## src/rtl/iurt_pkg.sv

```systemverilog
// Shared definitions for the IURT up-channel arbiter: FSM state encoding and tag byte base.
// The tag byte layout (TAG_BASE | grant) is only used when IURT_ARB_TAG_EN is defined.
package iurt_pkg;

    typedef enum logic [1:0] {
        ST_IDLE      = 2'd0,
        ST_SEND_TAG  = 2'd1,
        ST_SEND_DATA = 2'd2,
        ST_GAP       = 2'd3
    } arb_state_e;

    localparam logic [7:0] TAG_BASE = 8'hF0;
    localparam int         GRANT_W  = 4;

    function automatic logic [7:0] make_tag(input logic [GRANT_W-1:0] grant);
        return TAG_BASE | {4'h0, grant};
    endfunction

endpackage

```

## src/rtl/iurt_rr_pick.sv

```systemverilog
// Round-robin picker: first set request starting at last_grant+1, wrapping at N_REQ-1 to 0.
module iurt_rr_pick
    import iurt_pkg::*;
#(
    parameter int N_REQ = 4
) (
    input  logic [N_REQ-1:0]   req_i,
    input  logic [GRANT_W-1:0] last_grant_i,
    output logic [GRANT_W-1:0] grant_o,
    output logic               any_o
);

    logic [15:0] req_pad;
    logic [4:0]  cand;

    assign req_pad = 16'(req_i);

    // Scan from the farthest offset down so the nearest hit is written last and wins.
    always_comb begin
        grant_o = last_grant_i;
        any_o   = 1'b0;
        cand    = '0;
        for (int off = N_REQ; off >= 1; off--) begin
            cand = {1'b0, last_grant_i} + 5'(off);
            if (cand >= 5'(N_REQ)) begin
                cand = cand - 5'(N_REQ);
            end
            if (req_pad[cand[3:0]]) begin
                grant_o = cand[3:0];
                any_o   = 1'b1;
            end
        end
    end

endmodule

```

## src/rtl/iurt_up_arbiter.sv

```systemverilog
// Byte up-channel arbiter: N_REQ one-byte holding registers served round-robin onto one channel.
// Define IURT_ARB_TAG_EN to precede every data byte with a tag byte carrying the requester index.
module iurt_up_arbiter
    import iurt_pkg::*;
#(
    parameter int N_REQ = 4
) (
    input  logic               clk,
    input  logic               rst,
    input  logic               ce,
    input  logic [N_REQ-1:0]   req_valid,
    input  logic [8*N_REQ-1:0] req_data,
    output logic [N_REQ-1:0]   req_ready,
    input  logic               data_up_ready,
    output logic               data_up_valid,
    output logic [7:0]         data_up,
    output logic               busy
);

    arb_state_e         state_q;
    logic [GRANT_W-1:0] grant_q;
    logic [GRANT_W-1:0] last_grant_q;
    logic [GRANT_W-1:0] pick_grant;
    logic               pick_any;
    logic               tag_phase_q;
    logic               valid_q;
    logic [7:0]         data_q;
    logic [N_REQ-1:0]   full_q;
    logic [N_REQ-1:0]   full_d;
    logic [N_REQ-1:0]   cap;
    logic [N_REQ-1:0]   clr;
    logic [7:0]         hold_q [N_REQ];
    logic [7:0]         sel_byte;
    logic               retire;

    assign req_ready     = ~full_q;
    assign busy          = (state_q != ST_IDLE);
    assign data_up_valid = valid_q;
    assign data_up       = data_q;

    // A holding register is released only in the GAP that follows its data byte.
    assign retire = ce && (state_q == ST_GAP) && !tag_phase_q;

    generate
        for (genvar gi = 0; gi < N_REQ; gi++) begin : g_req
            assign cap[gi] = ce & req_valid[gi] & ~full_q[gi];
            assign clr[gi] = retire && (grant_q == GRANT_W'(gi));
        end
    endgenerate

    assign full_d = (full_q | cap) & ~clr;

    always_ff @(posedge clk or posedge rst) begin
        if (rst) begin
            full_q <= '0;
        end else begin
            full_q <= full_d;
        end
    end

    // Holding data has no reset; its content is only meaningful while the full flag is set.
    always_ff @(posedge clk) begin
        for (int i = 0; i < N_REQ; i++) begin
            if (cap[i]) begin
                hold_q[i] <= req_data[8*i +: 8];
            end
        end
    end

    always_comb begin
        sel_byte = hold_q[0];
        for (int i = 1; i < N_REQ; i++) begin
            if (grant_q == GRANT_W'(i)) begin
                sel_byte = hold_q[i];
            end
        end
    end

    iurt_rr_pick #(
        .N_REQ(N_REQ)
    ) u_pick (
        .req_i       (full_q),
        .last_grant_i(last_grant_q),
        .grant_o     (pick_grant),
        .any_o       (pick_any)
    );

    always_ff @(posedge clk or posedge rst) begin
        if (rst) begin
            state_q      <= ST_IDLE;
            grant_q      <= '0;
            last_grant_q <= GRANT_W'(N_REQ - 1);
            tag_phase_q  <= 1'b0;
            valid_q      <= 1'b0;
            data_q       <= '0;
        end else if (ce) begin
            valid_q <= 1'b0;
            case (state_q)
                ST_IDLE: begin
                    if (pick_any) begin
                        grant_q <= pick_grant;
`ifdef IURT_ARB_TAG_EN
                        state_q <= ST_SEND_TAG;
`else
                        state_q <= ST_SEND_DATA;
`endif
                    end
                end
`ifdef IURT_ARB_TAG_EN
                ST_SEND_TAG: begin
                    if (data_up_ready) begin
                        valid_q     <= 1'b1;
                        data_q      <= make_tag(grant_q);
                        tag_phase_q <= 1'b1;
                        state_q     <= ST_GAP;
                    end
                end
`endif
                ST_SEND_DATA: begin
                    if (data_up_ready) begin
                        valid_q     <= 1'b1;
                        data_q      <= sel_byte;
                        tag_phase_q <= 1'b0;
                        state_q     <= ST_GAP;
                    end
                end
                ST_GAP: begin
                    if (tag_phase_q) begin
                        state_q <= ST_SEND_DATA;
                    end else begin
                        last_grant_q <= grant_q;
                        state_q      <= ST_IDLE;
                    end
                end
                default: begin
                    state_q <= ST_IDLE;
                end
            endcase
        end
    end

endmodule

```

## config.mk

```make
export PLATFORM = sky130hd
export DESIGN_NAME = iurt_up_arbiter
export DESIGN_NICKNAME = d
export VERILOG_FILES = /design/src/rtl/iurt_pkg.sv /design/src/rtl/iurt_rr_pick.sv /design/src/rtl/iurt_up_arbiter.sv
export SDC_FILE = /design/constraint.sdc
export NUM_CORES = 1
export LEC_CHECK = 0
export CAP_MARGIN = 5
export CORE_UTILIZATION = 40
export CTS_CLUSTER_DIAMETER = 50
export CTS_CLUSTER_SIZE = 30
export DETAILED_ROUTE_END_ITERATION = 10
export MAX_ROUTING_LAYER = met4
export PLACE_DENSITY = 0.74
export SETUP_SLACK_MARGIN = 0.1
export SLEW_MARGIN = 10
export SYNTH_ARGS = -nofsm -noshare
export SYNTH_HDL_FRONTEND = slang
export SYNTH_SLANG_ARGS = --single-unit
```

## constraint.sdc

```tcl
create_clock -name clk -period 3.3 [get_ports clk]
set_input_delay 0.495 -clock clk [delete_from_list [all_inputs] [get_ports clk]]
set_output_delay 0.495 -clock clk [all_outputs]
set_load 0.005 [all_outputs]
```

==> out/summary.txt <==
Die height: 84.9 µm
Top cells by area, synth: edfxtp_1 35%, dfrtp_1 19%, ha_1 6.4%
Fin crit period: 2.84 ns
Max Root-Sink Buffers: 2
Worst R2R End: grant_q[1]
Postcts setup bufs: 0
Worst reg2reg path depth: 9
First-iteration detailed-routing DRC count: 160
Post-CTS sizing: 0
Hold Fails Final Rpt: 0
Fmax: 0.352 GHz
Logic pwr share: 0.413
Status: finished clean
Vias per std cell: 5.20
Layout area overhead: 25.3%
Avg WL per Cell: 14.7 µm
Max cap viols: 0
Sequential share of power: 0.407
Kind of end point of the critical path: register
Hold crit path type: register to register
Seq cells post-synth: 55
Die width: 84.9 µm
Top_reg_cell synth: edfxtp_1
Sink Count: 55
Hold path startpoint: data_up[2]
Fill cells: 543
R2R setup slack: 0.46 ns
Hold_ws: 0.488 ns
RSZ-0062 raised after global routing: false
Syn Nets: 287
Switch share: 0.347
Share of power burned in the clock network: 0.180
Clock latency on the worst-skew pair: 0.31 ns
Tcrit/Tclk final: 0.861
Synth async-reset ratio: 0.418
Gr ovfl total: 0
Final setup violation count: 0
GR Util All Layers: 0.160
Post-route DRC: 0
CP Launch Type: register
CTS Root Cell: clkbuf_8
FP Rows: 29
First-pass GRT wire length: 8640 µm
CP Max Fanout: 17
Via count of the first global-routing pass: 1772
# diodes: 0
Hold-critical path depth: 2
Fin nets: 339
Initial Util: 0.423
Routed Antenna Nets: 0
Worst IR Drop VDD: 0.000370 V
Reg clk slew, reported paths: 0.10 ns
Final HPWL DP: 4130 µm
Number of CTS-inserted buffers: 5
# hold bufs at CTS: 0
Detailed Routing Iterations Pass 1: 6
Die ar.: 7210 µm²
Distinct cells, synth: 53
NetSw: 0.823 mW
Data required, critical path: 3.49 ns
Fin Setup TNS: 0 ns
Initial antenna violation count: 0
Largest net degree at the start of global routing: 24
Mapped Area: 2750 µm²
Skew final: 0.00921 ns
Final Max Tran Viols: 0
Sequential share of the synthesized area: 0.560
Port buffer count: 53
FF-to-FF Start: last_grant_q[0]
Critical path class: register to register
Largest area contributor in the netlist: edfxtp_1
Critical path arrival: 3.04 ns
H-tree depth: 2
Rel. slew slack: 0.438
Int Power: 1.55 mW
Worst-margin pin slew: 0.842 ns
Count leader, synth: edfxtp_1
CTS tree: done
Hold-critical path endpoint: data_up[2]
Post-synth EDFFs: 32
Average size of a mapped cell: 11.8 µm²
I/O Pins: 54
Post-Route WL: 5330 µm
Placer Congestion: 0.861
Area share of the largest cell type after synthesis: 0.349
Syn Inst Count: 233
Layout cells sized above 1: 0.0874
Core footprint: 6490 µm²
Vias: 1886
Top post-synthesis cells by count: 32 x edfxtp_1, 21 x dfrtp_1, 20 x a21oi_1
Yosys warns: 0
PD cells: 688 nW/µm²
P_leak: 1.36 nW
-- critical path, stage by stage (launching register included) --
cell and delay [ns]:
dfstp_2 0.75, ha_1 0.31, xor2_1 0.10, ha_1 0.22, and2_2 0.19, o41ai_1 0.48, o211a_1 0.25, a2111o_1 0.17
and2_4 0.19, a31oi_2 0.07
-- power groups by stage --
stage | sequential (mW) | combinational [mW] | clock (mW)
finish | 0.964 | 0.979 | 0.426
global route | 0.987 | 1.09 | 0.468
CTS | 0.964 | 0.979 | 0.440
detailed placement | 0.979 | 0.974 | 0
global placement | 0.974 | 0.959 | 0
floorplan | 0.941 | 0.688 | 0
-- through the flow --
| step | cell area (µm²) | instances | power (mW) | util | worst slack (ns) |
|---|---|---|---|---|---|
| floorplan | 2750 | 233 | 1.63 | - | 0.700 |
| global placement | 3340 | 355 | 1.93 | 0.514 | 0.570 |
| detailed placement | 3340 | 355 | 1.95 | 0.514 | 0.508 |
| CTS | 3450 | 363 | 2.38 | 0.531 | 0.495 |
| global route | 3450 | 363 | 2.55 | 0.531 | 0.327 |
| finish | 3450 | 363 | 2.37 | 0.531 | 0.459 |
-- cell usage in the layout, fill, tap and decap left out, drive strengths merged, types with 2 or more instances in the layout --
master,n
a2111o,2
a211oi,8
a21oi,20
a31oi,3
and2,3
and3,6
clkbuf,5
clkdlybuf4s50,53
clkinv,2
dfrtp,21
dfstp,2
edfxtp,32
ha,14
inv,16
mux2,3
mux2i,12
nand2,14
nor2,17
nor2b,5
nor3,3
o21ai,15
or2b,2
xnor2,2
xor2,2
-- logic make-up after synthesis --
logic type / count (synthesis) / share of synthesized area
adder cells (fa/ha/maj): 14 / 0.0637
flip-flops: 55 / 0.560
AO/OA/AOI/OAI: 62 / 0.149
buffers and inverters: 25 / 0.0387
XOR/XNOR: 4 / 0.0127
multiplexers: 16 / 0.0687
AND/OR/NAND/NOR: 57 / 0.107
-- how the worst max path moves through the flow --
| stage | endpoint | from |
|---|---|---|
| after floorplan | grant_q[0] | last_grant_q[0] |
| after global placement | grant_q[1] | last_grant_q[0] |
| after detailed placement | grant_q[1] | last_grant_q[0] |
| after CTS | grant_q[1] | last_grant_q[0] |
| after global routing | grant_q[0] | last_grant_q[1] |
| final | grant_q[1] | last_grant_q[0] |
-- cell type report --
cell class / count / area, µm² / share of cell area
repair buffers: 54 / 538 / 0.156
clock inverters: 3 / 38.8 / 0.0113
flip-flops and latches: 55 / 1540 / 0.447
inverters: 16 / 60.1 / 0.0174
multi-input cells: 153 / 1100 / 0.321
clock buffers: 5 / 68.8 / 0.0200
well taps: 77 / 96.3 / 0.0280
-- sequential cells by signal (all words and copies together), names as in the netlist --
name,count
data_up,8
grant_q,4
state_q,2
last_grant_q,4
full_q,4
hold_q,32
data_up_valid,1
-- routing by layer --
metal / wire [µm] / GRT usage / part of all wire / vias up
li1: - / - / - / 954
met3: 247 / 0.0272 / 0.046 / 11
met1: 2530 / 0.222 / 0.47 / 861
met5: 0 / - / 0 / -
met4: 122 / 0.0555 / 0.023 / 0
met2: 2430 / 0.241 / 0.46 / 60
Note: power is estimated with default switching activity, not from simulation.
==> RTL edit 1: new RTL, same settings <==
The 4 states of `arb_state_e` get a one-hot encoding in 4 bits.
--- a/src/rtl/iurt_pkg.sv
+++ b/src/rtl/iurt_pkg.sv
@@ -4,7 +4,7 @@
 
-    typedef enum logic [1:0] {
-        ST_IDLE      = 2'd0,
-        ST_SEND_TAG  = 2'd1,
-        ST_SEND_DATA = 2'd2,
-        ST_GAP       = 2'd3
+    typedef enum logic [3:0] {
+        ST_IDLE      = 4'b0001,
+        ST_SEND_TAG  = 4'b0010,
+        ST_SEND_DATA = 4'b0100,
+        ST_GAP       = 4'b1000
     } arb_state_e;
Behaviour: no difference found for any inputs over 10 cycles, from zero or initial values and one cycle with rst high; not proved beyond that.
==> RTL edit 1 against the unedited design <==
Die area grew 4.0%; critical endpoint is now grant_q[3]; power grew 30%; clock power grew 40%; sequential share of layout area shrank 2.3 points; combinational power grew 51%; sequential cell count grew 1; critical path type unchanged; cell area grew 7.2%; wire length grew 15%; synthesized area grew 4.1%; worst setup slack lost 0.14 ns.
==> RTL edit 1: results (changes against the unedited design) <==
SYNTH
---------------------------------------------------------------------------
Register bit count reported by yosys                                     56   was 55
Net Count, Synth                                                        298   was 287
Sequential element share of the synthesized area                      54.7%   was 56.0%
Synth area leaders                                             edfxtp_1 34%, dfrtp_1 18%, ha_1 6.1%, mux2i_1 3.5%, o21ai_0 3.3%   was edfxtp_1 35%, dfrtp_1 19%, ha_1 6.4%, mux2i_1 4.0%, a21oi_1 3.6%

GLOBAL ROUTE
---------------------------------------------------------------------------
Wire length of the first global-routing pass                        9960 um   was 8640 um
Grt met1 use                                                          24.3%   was 22.2%
Met3 routing resource usage after global routing                      3.14%   was 2.72%
Total global routing track utilization                                17.8%   was 16.0%
Maximum number of pins on one net before global-route repair             25   was 24
Number of global-route vias before repair                             2,010   was 1,772

FINISH
---------------------------------------------------------------------------
Register fraction of the total cell area                              42.4%   was 44.7%
Multi-input gate share of total cell area                             32.0%   was 32.1%
Finished Layout Cells                                                   399   was 363
Number of fill cells in the layout                                      584   was 543
Clock network area share                                              4.30%   was 3.12%
Ratio of cells with drive above 1 in the final layout                 11.9%   was 8.74%

DETAILED ROUTING
---------------------------------------------------------------------------
Total wirelength of the detailed-routed design                      6100 um   was 5330 um
Routed length on met1                                               2790 um   was 2530 um

FLOORPLAN
---------------------------------------------------------------------------
Area inside the core boundary                                  0.00687 mm^2   was 0.00649 mm^2

CRITICAL PATH
---------------------------------------------------------------------------
Critical path's largest stage delay                                 0.66 ns   was 0.75 ns
Critical Path Fanout Max                                                  9   was 17

PLACED DESIGN
---------------------------------------------------------------------------
Placement Setup Slack                                              0.278 ns   was 0.508 ns
Post-Place Cells                                                        386   was 355
Dpl cell area                                                  0.00349 mm^2   was 0.00334 mm^2
Detailed placement HPWL                                             4450 um   was 4130 um

PWR
---------------------------------------------------------------------------
Leakage power of the design                                         1.46 nW   was 1.36 nW
Maximum VDD drop                                                   0.276 mV   was 0.370 mV
Overall power consumption                                         0.00307 W   was 0.00237 W
Portion of total power attributed to the clock network                19.5%   was 18.0%

TIMING
---------------------------------------------------------------------------
Normalized max-slew margin                                            40.6%   was 43.8%

OUTCOME
---------------------------------------------------------------------------
Run status                                                     finished clean   unchanged

## RTL edit 1: cells by family (layout without fill, tap and decap cells)
| kind of cell | after synthesis | count (layout) | share of synthesized area [%] |
|---|---|---|---|
| simple gates | 65 | 65 | 11.4 |
| compound gates | 63 | 63 | 16.1 |
| mux | 13 | 13 | 6.12 |
| flops | 56 | 56 | 54.7 |
| xor+xnor | 4 | 4 | 1.49 |
| buf+inv | 29 | 88 | 4.15 |
| fa+ha+maj | 14 | 14 | 6.12 |
## RTL edit 1: final timing paths
kind                            startpoint         end  slack [ns]  cells past startpoint
min in group asynchronous              rst  data_up[6]        0.68                      2
hold / removal                  data_up[5]  data_up[5]        0.51                      2
setup reg to reg           last_grant_q[1]  grant_q[3]        0.32                     12
max in group asynchronous              rst  grant_q[1]        2.08                      2
setup / recovery           last_grant_q[1]  grant_q[3]        0.32                     12
hold reg to reg                 data_up[5]  data_up[5]        0.51                      2
==> RTL edit 2: new RTL, same flow settings <==
Made on the original files. `N_REQ` is set to 4 in 2 places; all go to 2.
--- a/src/rtl/iurt_rr_pick.sv
+++ b/src/rtl/iurt_rr_pick.sv
@@ -4,3 +4,3 @@
 #(
-    parameter int N_REQ = 4
+    parameter int N_REQ = 2
 ) (
--- a/src/rtl/iurt_up_arbiter.sv
+++ b/src/rtl/iurt_up_arbiter.sv
@@ -5,3 +5,3 @@
 #(
-    parameter int N_REQ = 4
+    parameter int N_REQ = 2
 ) (
Ports: changed (resized req_data, req_ready and req_valid); port bits go from 54 to 34. The function was not compared with the original's and may differ.
==> RTL edit 2 against the unedited design <==
Largest power group is now registers; largest cell class unchanged; synthesized area down 39%; synthesized cell count decreased by 42%; wire length shrank 38%; power decreased by 36%; global-route usage increased by 1.7 points; cell area shrank 38%; sequential cell count down 18; die area shrank 38%; critical path type unchanged; worst setup slack gained 0.24 ns.
==> RTL edit 2: results (changes against the unedited design) <==
OUTCOME
---------------------------------------------------------------------------
Run status                                                     finished clean   unchanged

GLOBAL ROUTE
---------------------------------------------------------------------------
Grt met1 use                                                          19.4%   was 22.2%
Maximum number of pins on one net before global-route repair             22   was 24
Number of global-route vias before repair                             1,225   was 1,772
Total global routing track utilization                                17.8%   was 16.0%
Wire length of the first global-routing pass                        5500 um   was 8640 um

SYNTH
---------------------------------------------------------------------------
Post-synth EDFFs                                                         16   was 32
Sequential element share of the synthesized area                      60.3%   was 56.0%
Synth area leaders                                             dfrtp_1 30%, edfxtp_1 29%, mux2i_1 5.4%, ha_1 4.5%, o21ai_0 3.3%   was edfxtp_1 35%, dfrtp_1 19%, ha_1 6.4%, mux2i_1 4.0%, a21oi_1 3.6%
Async S/R FF share, synth                                             56.8%   was 41.8%
Ys flop type                                                        dfrtp_1   was edfxtp_1
Most frequent cells after synthesis                            20 x dfrtp_1, 16 x edfxtp_1, 12 x nand2_1   was 32 x edfxtp_1, 21 x dfrtp_1, 20 x a21oi_1
Net Count, Synth                                                        163   was 287
Count of distinct cell types in the synthesized netlist                  38   was 53
Register bit count reported by yosys                                     37   was 55
Gate Count Post-Synth                                                   135   was 233

DETAILED ROUTING
---------------------------------------------------------------------------
WL per Instance                                                     14.8 um   was 14.7 um
First drt pass iteration count                                            4   was 6
Detailed Route Iter0 Violations                                          44   was 160
Via-per-instance ratio                                                 5.04   was 5.20

PLACED DESIGN
---------------------------------------------------------------------------
I/O Buffers                                                              33   was 53
Detailed placement HPWL                                             2510 um   was 4130 um
GPL Wtd Cong                                                          0.794   was 0.861
Post-Place Cells                                                        214   was 355
Dpl cell area                                                  0.00204 mm^2   was 0.00334 mm^2

CRITICAL PATH
---------------------------------------------------------------------------
Slowest cell on crit path                                           dfstp_2   unchanged
Crit path max-delay family                                      adder cells   was compound AO/OA/AOI/OAI gates
Critical path's largest stage delay                                 0.63 ns   was 0.75 ns
Critical Path Fanout Max                                                 10   was 17
Critical path arrival                                               2.77 ns   was 3.04 ns

TIMING
---------------------------------------------------------------------------
Worst clock skew                                                 0.00233 ns   was 0.00921 ns
Normalized max-slew margin                                            47.9%   was 43.8%

FINISH
---------------------------------------------------------------------------
Number of fill cells in the layout                                      352   was 543
Ratio of cells with drive above 1 in the final layout                 9.30%   was 8.74%
Max reg flops                                                            16   was 32

PWR
---------------------------------------------------------------------------
Leakage power of the design                                        0.905 nW   was 1.36 nW
Maximum VDD drop                                                   0.415 mV   was 0.370 mV

CLOCK NETWORK
---------------------------------------------------------------------------
CTS clock-pin slew for the worst setup and hold paths               0.07 ns   was 0.10 ns

RTL edit 2: cell types whose count changed in the layout (fill, tap and decap cells not counted), sizes merged, moves of 7 or more:
cell / delta
a21oi: -16
clkdlybuf4s50: -20
inv: -7
ha: -8
nor2: -10
edfxtp: -16
RTL edit 2: through the flow:
step                      total power [W]  utilization, %  setup WS, ns
final                             0.00151            53.3         0.701
after global routing              0.00161            53.3         0.582
after CTS                         0.00152            53.3         0.719
after detailed placement          0.00120            51.0         0.714
after global placement            0.00117            51.0         0.852
after floorplan                  0.000969               -         0.894
RTL edit 2: worst paths after layout:
| path | start | endpoint | slack, ns | cells past startpoint |
|---|---|---|---|---|
| max | last_grant_q[0] | grant_q[0] | 0.70 | 9 |
| max reg2reg | last_grant_q[0] | grant_q[0] | 0.70 | 9 |
| max in group asynchronous | rst | grant_q[1] | 2.16 | 2 |
| min | data_up[0] | data_up[0] | 0.49 | 2 |
| min reg2reg | data_up[0] | data_up[0] | 0.49 | 2 |
| min in group asynchronous | rst | data_up[0] | 0.65 | 2 |
RTL edit 2: area by class of cell:
type / instances / area share (%)
inverter: 9 / 1.59
clock buffer: 8 / 4.23
sequential: 37 / 47.3
tap: 50 / 2.94
timing repair buffer: 33 / 15.5
multi-input combinational: 85 / 28.5
RTL edit 2: cell families after synthesis:
| group | after synthesis | share of synthesized area [%] |
|---|---|---|
| xor gates and xnor gates | 2 | 1.05 |
| and+or+nand+nor | 34 | 10.2 |
| buffers and inverters | 13 | 3.44 |
| DFF | 37 | 60.3 |
| adders and majority gates | 6 | 4.49 |
| AOI/OAI and AO/OA | 30 | 12.5 |
| muxes | 13 | 8.08 |
RTL edit 2: metal layers:
metal | wire [um] | vias up
met5 | 0 | -
met4 | 44 | 0
met3 | 135 | 7
met2 | 1670 | 30
met1 | 1430 | 522
li1 | - | 560
RTL edit 2: where the power goes:
part	switching [W]	leakage (nW)	internal [W]	total (W)
logic	0.000241	0.454	0.000273	0.000514
registers	0.0000859	0.406	0.000587	0.000673
clock network	0.000148	0.0455	0.000170	0.000318
RTL edit 2: worst reg2reg max path: cells and delay by family, from the launching register on:
| kind | cells | cell delay, ns |
|---|---|---|
| AO/OA/AOI/OAI | 3 | 0.56 |
| AND/OR/NAND/NOR | 2 | 0.47 |
| flip-flops | 1 | 0.63 |
| adder cells (fa/ha/maj) | 2 | 0.66 |
| buffers and inverters | 2 | 0.16 |
